**config.mk**
```make
export PLATFORM = sky130hd
export DESIGN_NAME = seven_seg_bcd_display
export DESIGN_NICKNAME = d
export VERILOG_FILES = /design/src/rtl/seven_seg_bcd_display.sv
export SDC_FILE = /design/constraint.sdc
export NUM_CORES = 1
export LEC_CHECK = 0
export CAP_MARGIN = 10
export CELL_PAD_IN_SITES_DETAIL_PLACEMENT = 2
export CELL_PAD_IN_SITES_GLOBAL_PLACEMENT = 2
export CORE_MARGIN = 1.5
export CORE_UTILIZATION = 35
export CTS_CLUSTER_DIAMETER = 50
export DETAILED_ROUTE_END_ITERATION = 6
export PLACE_DENSITY_LB_ADDON = 0.1
export SLEW_MARGIN = 20
export SYNTH_ARGS = -nofsm -noshare
export SYNTH_HDL_FRONTEND = slang
export SYNTH_SLANG_ARGS = --single-unit
```
**constraint.sdc**
```tcl
create_clock -name i_clk -period 2.5 [get_ports i_clk]
set_clock_uncertainty 0.2 [all_clocks]
set_input_delay 0.25 -clock i_clk [delete_from_list [all_inputs] [get_ports i_clk]]
set_output_delay 0.25 -clock i_clk [all_outputs]
set_load 0.02 [all_outputs]
```
**src/rtl/seven_seg_bcd_display.sv**
```systemverilog
// Binary to BCD (double-dabble, one bit per clock) to active-low seven-segment patterns.
// Optional macro SEVEN_SEG_BLINK_EN adds i_blink and a BLINK_DIV-bit divider that blanks o_seven.
module seven_seg_bcd_display #(
    parameter int IN_WIDTH = 6,
    parameter int N_DIGITS = 2
`ifdef SEVEN_SEG_BLINK_EN
    ,
    parameter int BLINK_DIV = 24
`endif
) (
    input  logic                  i_clk,
    input  logic                  i_rst,
    input  logic                  i_valid,
    input  logic [IN_WIDTH-1:0]   i_value,
    input  logic                  i_lz_blank,
`ifdef SEVEN_SEG_BLINK_EN
    input  logic                  i_blink,
`endif
    output logic                  o_busy,
    output logic                  o_done,
    output logic                  o_overflow,
    output logic [7*N_DIGITS-1:0] o_seven
);

    // BCD digit count: ceil(IN_WIDTH*0.302 + 1), done in integer arithmetic.
    localparam int BCD_DIGITS = (IN_WIDTH * 302 + 1999) / 1000;
    localparam int BCD_W      = 4 * BCD_DIGITS;
    localparam int EXT_DIGITS = (BCD_DIGITS > N_DIGITS) ? BCD_DIGITS : N_DIGITS;
    localparam int EXT_W      = 4 * EXT_DIGITS;
    localparam int CNT_W      = $clog2(IN_WIDTH + 1);
    localparam int SEG_W      = 7 * N_DIGITS;

    localparam logic [6:0] SEG_BLANK = 7'b1111111;
    localparam logic [6:0] SEG_DASH  = 7'b0111111;
    localparam logic [6:0] SEG_ZERO  = 7'b1000000;

    typedef enum logic [1:0] {IDLE, SHIFT, OUT} state_t;

    state_t                    state_q, state_d;
    logic [IN_WIDTH-1:0]       value_q, value_d;
    logic [BCD_W-1:0]          bcd_q, bcd_d;
    logic [CNT_W-1:0]          cnt_q, cnt_d;
    logic                      lz_q, lz_d;
    logic [SEG_W-1:0]          seven_q, seven_d;
    logic                      ovf_q, ovf_d;
    logic                      done_q, done_d;

    logic [BCD_W+IN_WIDTH-1:0] shift_cat;
    logic [EXT_W-1:0]          bcd_ext;
    logic [SEG_W-1:0]          disp_pat;
    logic                      disp_ovf;
    logic                      leading;

    function automatic logic [6:0] seg_of(input logic [3:0] d);
        case (d)
            4'd0:    seg_of = 7'b1000000;
            4'd1:    seg_of = 7'b1111001;
            4'd2:    seg_of = 7'b0100100;
            4'd3:    seg_of = 7'b0110000;
            4'd4:    seg_of = 7'b0011001;
            4'd5:    seg_of = 7'b0010010;
            4'd6:    seg_of = 7'b0000010;
            4'd7:    seg_of = 7'b1011000;
            4'd8:    seg_of = 7'b0000000;
            4'd9:    seg_of = 7'b0010000;
            default: seg_of = SEG_BLANK;
        endcase
    endfunction

    function automatic logic [BCD_W-1:0] add3(input logic [BCD_W-1:0] b);
        logic [BCD_W-1:0] r;
        r = b;
        for (int k = 0; k < BCD_DIGITS; k++) begin
            if (b[4*k +: 4] >= 4'd5) r[4*k +: 4] = b[4*k +: 4] + 4'd3;
        end
        return r;
    endfunction

    // Digits beyond the display width force overflow; blanking walks down from the top digit.
    always_comb begin
        bcd_ext  = EXT_W'(bcd_q);
        disp_ovf = 1'b0;
        for (int k = N_DIGITS; k < EXT_DIGITS; k++) begin
            if (bcd_ext[4*k +: 4] != 4'd0) disp_ovf = 1'b1;
        end
        leading  = lz_q;
        disp_pat = '0;
        for (int k = N_DIGITS - 1; k >= 0; k--) begin
            if (bcd_ext[4*k +: 4] != 4'd0 || k == 0) leading = 1'b0;
            if (disp_ovf)     disp_pat[7*k +: 7] = SEG_DASH;
            else if (leading) disp_pat[7*k +: 7] = SEG_BLANK;
            else              disp_pat[7*k +: 7] = seg_of(bcd_ext[4*k +: 4]);
        end
    end

    always_comb begin
        state_d   = state_q;
        value_d   = value_q;
        bcd_d     = bcd_q;
        cnt_d     = cnt_q;
        lz_d      = lz_q;
        seven_d   = seven_q;
        ovf_d     = ovf_q;
        done_d    = 1'b0;
        shift_cat = '0;
        case (state_q)
            IDLE: begin
                if (i_valid) begin
                    value_d = i_value;
                    lz_d    = i_lz_blank;
                    bcd_d   = '0;
                    cnt_d   = '0;
                    state_d = SHIFT;
                end
            end
            SHIFT: begin
                shift_cat = {add3(bcd_q), value_q} << 1;
                bcd_d     = shift_cat[BCD_W+IN_WIDTH-1:IN_WIDTH];
                value_d   = shift_cat[IN_WIDTH-1:0];
                cnt_d     = cnt_q + CNT_W'(1);
                if (cnt_q == CNT_W'(IN_WIDTH - 1)) state_d = OUT;
            end
            OUT: begin
                seven_d = disp_pat;
                ovf_d   = disp_ovf;
                done_d  = 1'b1;
                state_d = IDLE;
            end
            default: state_d = IDLE;
        endcase
    end

    always_ff @(posedge i_clk or posedge i_rst) begin
        if (i_rst) begin
            state_q <= IDLE;
            value_q <= '0;
            bcd_q   <= '0;
            cnt_q   <= '0;
            lz_q    <= 1'b0;
            seven_q <= {N_DIGITS{SEG_ZERO}};
            ovf_q   <= 1'b0;
            done_q  <= 1'b0;
        end else begin
            state_q <= state_d;
            value_q <= value_d;
            bcd_q   <= bcd_d;
            cnt_q   <= cnt_d;
            lz_q    <= lz_d;
            seven_q <= seven_d;
            ovf_q   <= ovf_d;
            done_q  <= done_d;
        end
    end

    assign o_busy     = (state_q != IDLE);
    assign o_done     = done_q;
    assign o_overflow = ovf_q;

`ifdef SEVEN_SEG_BLINK_EN
    logic [BLINK_DIV-1:0] blink_cnt_q;
    logic                 blink_phase_q;

    always_ff @(posedge i_clk or posedge i_rst) begin
        if (i_rst) begin
            blink_cnt_q   <= '0;
            blink_phase_q <= 1'b0;
        end else begin
            blink_cnt_q <= blink_cnt_q + BLINK_DIV'(1);
            if (&blink_cnt_q) blink_phase_q <= ~blink_phase_q;
        end
    end

    assign o_seven = (i_blink && blink_phase_q) ? {SEG_W{1'b1}} : seven_q;
`else
    assign o_seven = seven_q;
`endif

endmodule

```
==> impl_metrics.env, run 1 <==
export IMPL_period_needed_ps=2160
export IMPL_synth_area_top_cells="dfrtp_1, ha_1, a21oi_1"
export IMPL_synth_most_common_cell="dfrtp_1"
export IMPL_grt_start_max_net_pins=41
export IMPL_ys_seq_elements=40
export IMPL_cts_htree_levels=2
export IMPL_multi_input_area_um2=1130
export IMPL_wl_met2_mm=2.41
export IMPL_io_buffers=26
export IMPL_final_area_um2=2690
export IMPL_cts_root_buf="clkbuf_8"
export IMPL_vias=1725
export IMPL_coreArea_um2=6280
export IMPL_clock_latency_ps=290
export IMPL_wl_per_cell_um=15.3
export IMPL_fmaxAchievable_mhz=463
export IMPL_synth_edf_count=0
export IMPL_r2r_start="bcd_ext[5]"
export IMPL_grt_overflow=0
export IMPL_synth_seq_area_share_pct=44.4
export IMPL_ctsHoldBuffers=0
export IMPL_crit_fanout=14
export IMPL_dieHeight_um=83.4
export IMPL_top_layer_used="met4"
export IMPL_place_congestion=0.746
export IMPL_synth_cell_type_count=41
export IMPL_area_growth_pct=19.0
export IMPL_yosys_area_top_type_share_pct=42.1
export IMPL_slew_viol_final=0
export IMPL_reg2reg_slack_ps=450
export IMPL_fillers=671
export IMPL_maxSlewHeadroom_pct=65.8
export IMPL_regArea_um2=1000
export IMPL_grt_use_total_pct=16.0
export IMPL_rsz0062_at_grt="no"
export IMPL_ys_async_sr_fraction_pct=100
export IMPL_placedInstanceArea_um2=2600
export IMPL_slowest_delay_ps=540
export IMPL_drtIter0Drc=72
export IMPL_dp_hpwl_mm=3.69
export IMPL_slowest_stage="dfrtp_1"
export IMPL_worst_pin_slew_ps=513
export IMPL_ant_nets=0
export IMPL_path_clk_slew_ps=80
export IMPL_synth_warnings=0
export IMPL_pin_count=27
export IMPL_numClockSinks=40
export IMPL_clock_path_buffers=2
export IMPL_hold_path_class="in2async"
export IMPL_finalWirelength_mm=5.18
export IMPL_fin_crit_sh_pct=86.4
export IMPL_cts_resized=0
export IMPL_die_w_um=83.4
export IMPL_cts_tree="yes"
export IMPL_cp_arrival_ps=1710
export IMPL_numCtsBuffers=5
export IMPL_cp_required_ps=2050
export IMPL_leakage_nw=1.19
export IMPL_worstPathCellList="or2_2 > clkdlybuf4s50_1"
export IMPL_synth_cells=234
export IMPL_postCtsSetupRepairBufs=0
export IMPL_synth_common_cells="dfrtp_1, a21oi_1, o21ai_0"
export IMPL_grt_pass1_wl_mm=9.17
export IMPL_dieArea_um2=6950
export IMPL_status="finished clean"
export IMPL_rows=29
export IMPL_antenna_found_initial=0
export IMPL_crit_path_start_kind="register"
export IMPL_initial_utilization_pct=36.0
export IMPL_wl_met1_mm=2.58
export IMPL_routed_wl_met3_um=137
export IMPL_setup_tns_ps=0
export IMPL_cpLargestDelayFamily="flip-flops"
export IMPL_end_kind="output pin"
export IMPL_syn_nets=262
export IMPL_synth_cell_area_um2=2260
export IMPL_drive_gt1_share_pct=9.54
export IMPL_synth_top_flop_cell="dfrtp_1"
export IMPL_critical_path_depth=2
export IMPL_diodes=0
export IMPL_power_density_nw_per_um2=1350
export IMPL_syn_area_per_cell_um2=9.66
export IMPL_r2r_end="bcd_ext[6]"
export IMPL_r2r_cells=6
export IMPL_irDropWorstVdd_mv=0.440
export IMPL_hold_violations=0
export IMPL_drc=0
export IMPL_crit_type="reg2out"
export IMPL_dr_pass1_iters=4
export IMPL_crit_buf_inv=1
export IMPL_grt_pass1_vias=1889
export IMPL_synth_top_area_cell="dfrtp_1"
export IMPL_via_per_inst=5.09
export IMPL_final_nets=289
export IMPL_setup_viol=0
export IMPL_max_cap_violations=0
## worst register-to-register path, delay by kind of cell, from the launching register on
family | cells | cell delay, ps
AND/OR/NAND/NOR | 1 | 190
buffers and inverters | 1 | 150
flip-flops | 1 | 490
multiplexers | 1 | 270
AO/OA/AOI/OAI | 2 | 440
adder cells (fa/ha/maj) | 1 | 240
## logic make-up after synthesis
group / count (synthesis) / share of synthesized area, %
AOI/OAI and AO/OA: 78 / 21.5
and+or+nand+nor: 59 / 13.4
DFF: 40 / 44.4
buffers and inverters: 27 / 5.48
adders and majority gates: 18 / 9.97
muxes: 8 / 3.71
xor gates and xnor gates: 4 / 1.55
## area by class of cell
cell class	instances	share of cell area (%)
multi-input cells	167	42.2
flip-flops and latches	40	37.3
repair buffers	32	11.4
well taps	77	3.58
clock buffers	6	3.07
inverters	15	2.09
clock inverters	2	0.372
## metrics by stage
stage               total power, mW  hold WS, ps  cells  worst slack [ps]  util [%]
floorplan                      2.57          202    234               772         -
global placement               3.16          266    331               549      41.4
detailed placement             3.22          281    331               514      41.4
CTS                            3.71          209    339               307      42.8
global route                   3.99          246    339               246      42.8
finish                         3.63          186    339               340      42.8
## worst max path at each step
stage / slack, ps / startpoint / to
floorplan: 770 / bcd_ext[1] / bcd_ext[2]
global placement: 550 / i_valid / lz_q
detailed placement: 510 / i_valid / lz_q
CTS: 310 / state_q[1] / o_busy
global route: 250 / state_q[1] / o_busy
finish: 340 / state_q[1] / o_busy
## state kept, by name, summed over array words and instances, names as in the netlist
name        count
value_q         6
o_done          1
o_seven        14
o_overflow      1
cnt_q           3
lz_q            1
state_q         2
bcd_ext        12
## where the power goes
part	total (mW)	switching, mW	leakage [nW]	internal (mW)
sequential	1.29	0.344	0.491	0.945
clock	0.446	0.226	0.0510	0.220
combinational	1.89	1.00	0.648	0.892
total	3.63	1.57	1.19	2.06
## layout by cell type, fill, tap and decap left out, types with 2 or more instances in the layout
cell,count
a21oi_1,23
a22o_1,6
a22oi_1,5
a31oi_1,7
a41oi_1,2
and2b_1,4
buf_4,6
clkbuf_8,6
clkdlybuf4s50_1,26
clkinv_2,2
dfrtp_1,38
dfstp_2,2
ha_1,18
inv_1,15
mux2_2,3
mux2i_1,5
nand2_1,18
nand2b_1,5
nand3b_1,2
nor2_1,18
nor2b_1,4
nor3b_1,2
o21ai_0,23
o22ai_1,2
xnor2_1,3
## layer usage
metal | global-route usage (%) | vias to the layer above
met1 | 21.8 | 822
met4 | 4.55 | 0
met3 | 2.49 | 4
li1 | - | 870
met5 | 0 | -
met2 | 26.6 | 29
Power figures use the tool's default switching activity.
==> run 2: changes to the inputs <==
- CORE_UTILIZATION: 35 -> 32
- RECOVER_POWER: unset -> 25
- clock period: 2.5 -> 1.96 ns (I/O delays scaled with it)
==> run 2 against run 1 <==
Net effect:
- die area grew 9.0%
- register-to-register slack worse by 280 ps
- largest power group unchanged
- count of clock-buffer cells in the layout unchanged
- power grew 32%
- routed wire length grew 6.9%
- critical endpoint is now o_seven[13]
- design area up 4.4%
- clock power increased by 28%
- sequential share of layout area shrank 1.5 points
- non-clock buffer count up 9
- global-route usage up 0.77 points
- core utilization decreased by 1.5 points
- critical path type unchanged
- largest cell class unchanged
==> impl_metrics.env, run 2 (synthesis gave the netlist of run 1 again) <==
export IMPL_status="finished clean"
export IMPL_setup_tns_ps=0
export IMPL_path_clk_slew_ps=80
export IMPL_grt_util_met3_pct=3.13
export IMPL_dieHeight_um=87.0
export IMPL_hold_path_class="reg2reg"
export IMPL_clock_latency_ps=290
export IMPL_coreArea_um2=6790
export IMPL_grt_overflow=0
export IMPL_worst_pin_slew_ps=1010
export IMPL_hold_violations=0
export IMPL_largest_reg_flops=14
export IMPL_setup_viol=0
export IMPL_numCtsBuffers=5
export IMPL_cts_root_buf="clkbuf_8"
export IMPL_numClockSinks=40
export IMPL_initial_utilization_pct=33.3
export IMPL_r2r_cells=6
export IMPL_grt_start_max_net_pins=41
export IMPL_grt_pass1_wl_mm=9.92
export IMPL_drive_gt1_share_pct=15.1
export IMPL_grt_pass1_vias=1999
export IMPL_wl_per_cell_um=15.1
export IMPL_crit_fanout=2
export IMPL_busiest_layer="met2"
export IMPL_crit_buf_inv=1
export IMPL_clock_path_buffers=2
export IMPL_antenna_found_initial=0
export IMPL_crit_type="reg2out"
export IMPL_diodes=0
export IMPL_fin_util_pct=41.3
export IMPL_min_path_cells=1
export IMPL_dr_pass1_iters=4
export IMPL_reg2reg_slack_ps=170
export IMPL_critical_path_depth=1
export IMPL_max_cap_violations=0
export IMPL_final_nets=298
export IMPL_ant_nets=0
export IMPL_cts_tree="yes"
export IMPL_die_w_um=87.0
export IMPL_vias=1806
export IMPL_cp_required_ps=1560
export IMPL_fillers=753
export IMPL_irDropWorstVdd_mv=0.533
export IMPL_end_kind="output pin"
export IMPL_postCtsSetupRepairBufs=0
export IMPL_grt_use_met1_pct=21.2
export IMPL_cp_arrival_ps=1420
export IMPL_multi_input_area_um2=1150
export IMPL_final_cell_mix="dfrtp_1, clkdlybuf4s50_1, o21ai_0, a21oi_1"
export IMPL_place_ws_ps=24.8
export IMPL_rsz0062_at_grt="no"
export IMPL_slowest_stage="clkdlybuf4s50_1"
export IMPL_pin_count=27
export IMPL_finalWirelength_mm=5.54
export IMPL_worstPathCellList="clkdlybuf4s50_1"
export IMPL_power_density_nw_per_um2=1710
export IMPL_drc=0
export IMPL_grt_use_met2_pct=29.2
export IMPL_area_growth_pct=24.2
export IMPL_io_buffers=26
export IMPL_leakage_nw=1.23
export IMPL_period_needed_ps=1820
export IMPL_crit_path_start_kind="register"
export IMPL_maxSlewHeadroom_pct=32.8
export IMPL_dieArea_um2=7570
export IMPL_fmaxAchievable_mhz=550
export IMPL_layout_commonest_cell="dfrtp_1"
export IMPL_finalWorstSetupSlack_ps=142
export IMPL_rows=30
export IMPL_via_per_inst=4.92
export IMPL_cpLargestDelayFamily="buffers and inverters"
export IMPL_drtIter0Drc=33
export IMPL_fin_total_pwr_mw=4.81
export IMPL_slowest_delay_ps=590
export IMPL_fin_crit_sh_pct=92.7
export IMPL_slew_viol_final=0
export IMPL_dp_hpwl_mm=4.22
export IMPL_place_congestion=0.746
export IMPL_cts_htree_levels=2
export IMPL_grt_use_total_pct=16.8
export IMPL_regArea_um2=1000
==> run 2: cell count changes in the layout (fill, tap and decap cells not counted), moves of 2 or more <==
cell	change
a21oi_2	+2
a21oi_1	-2
clkdlybuf4s50_1	-2
inv_1	-2
ha_2	+2
ha_1	-2
inv_2	+2
buf_4	+6
==> run 2: area by class of cell <==
type | count | area share [%]
timing repair buffer | 41 | 13.7
sequential | 40 | 35.8
tap | 96 | 4.28
multi-input combinational | 167 | 40.9
clock buffer | 6 | 2.94
inverter | 15 | 2.01
clock inverter | 2 | 0.357
==> run 2: through the flow <==
step | hold slack, ps | instance area [µm²] | cells
after floorplan | 148 | 2260 | 234
after global placement | 264 | 2710 | 359
after detailed placement | 279 | 2710 | 359
after CTS | 69.3 | 2800 | 367
after global routing | 304 | 2810 | 367
final | 290 | 2810 | 367
==> run 2: layer usage <==
metal / vias up / wire length, µm
met2: 27 / 2800
met3: 6 / 109
met1: 884 / 2560
met4: 0 / 67
li1: 889 / -
met5: - / 0
==> run 2: final timing paths <==
kind | end | start
max | o_seven[13] | o_seven[13]
min | o_seven[7] | o_seven[7]
max reg2reg | o_seven[7] | bcd_ext[4]
min reg2reg | o_seven[7] | o_seven[7]
max in group asynchronous | bcd_ext[0] | i_rst
min in group asynchronous | o_done | i_rst
==> run 2: what timing repair did <==
action,CTS,global route
endpoints found under the setup margin,1,12
gates resized for setup,1,8
hold buffers,0,0
==> run 2: power by group <==
group / leakage, nW / switching (mW) / total (mW) / internal [mW]
clock: 0.0510 / 0.290 / 0.571 / 0.281
sequential: 0.489 / 0.368 / 1.58 / 1.21
combinational: 0.692 / 1.40 / 2.66 / 1.26
total: 1.23 / 2.06 / 4.81 / 2.75
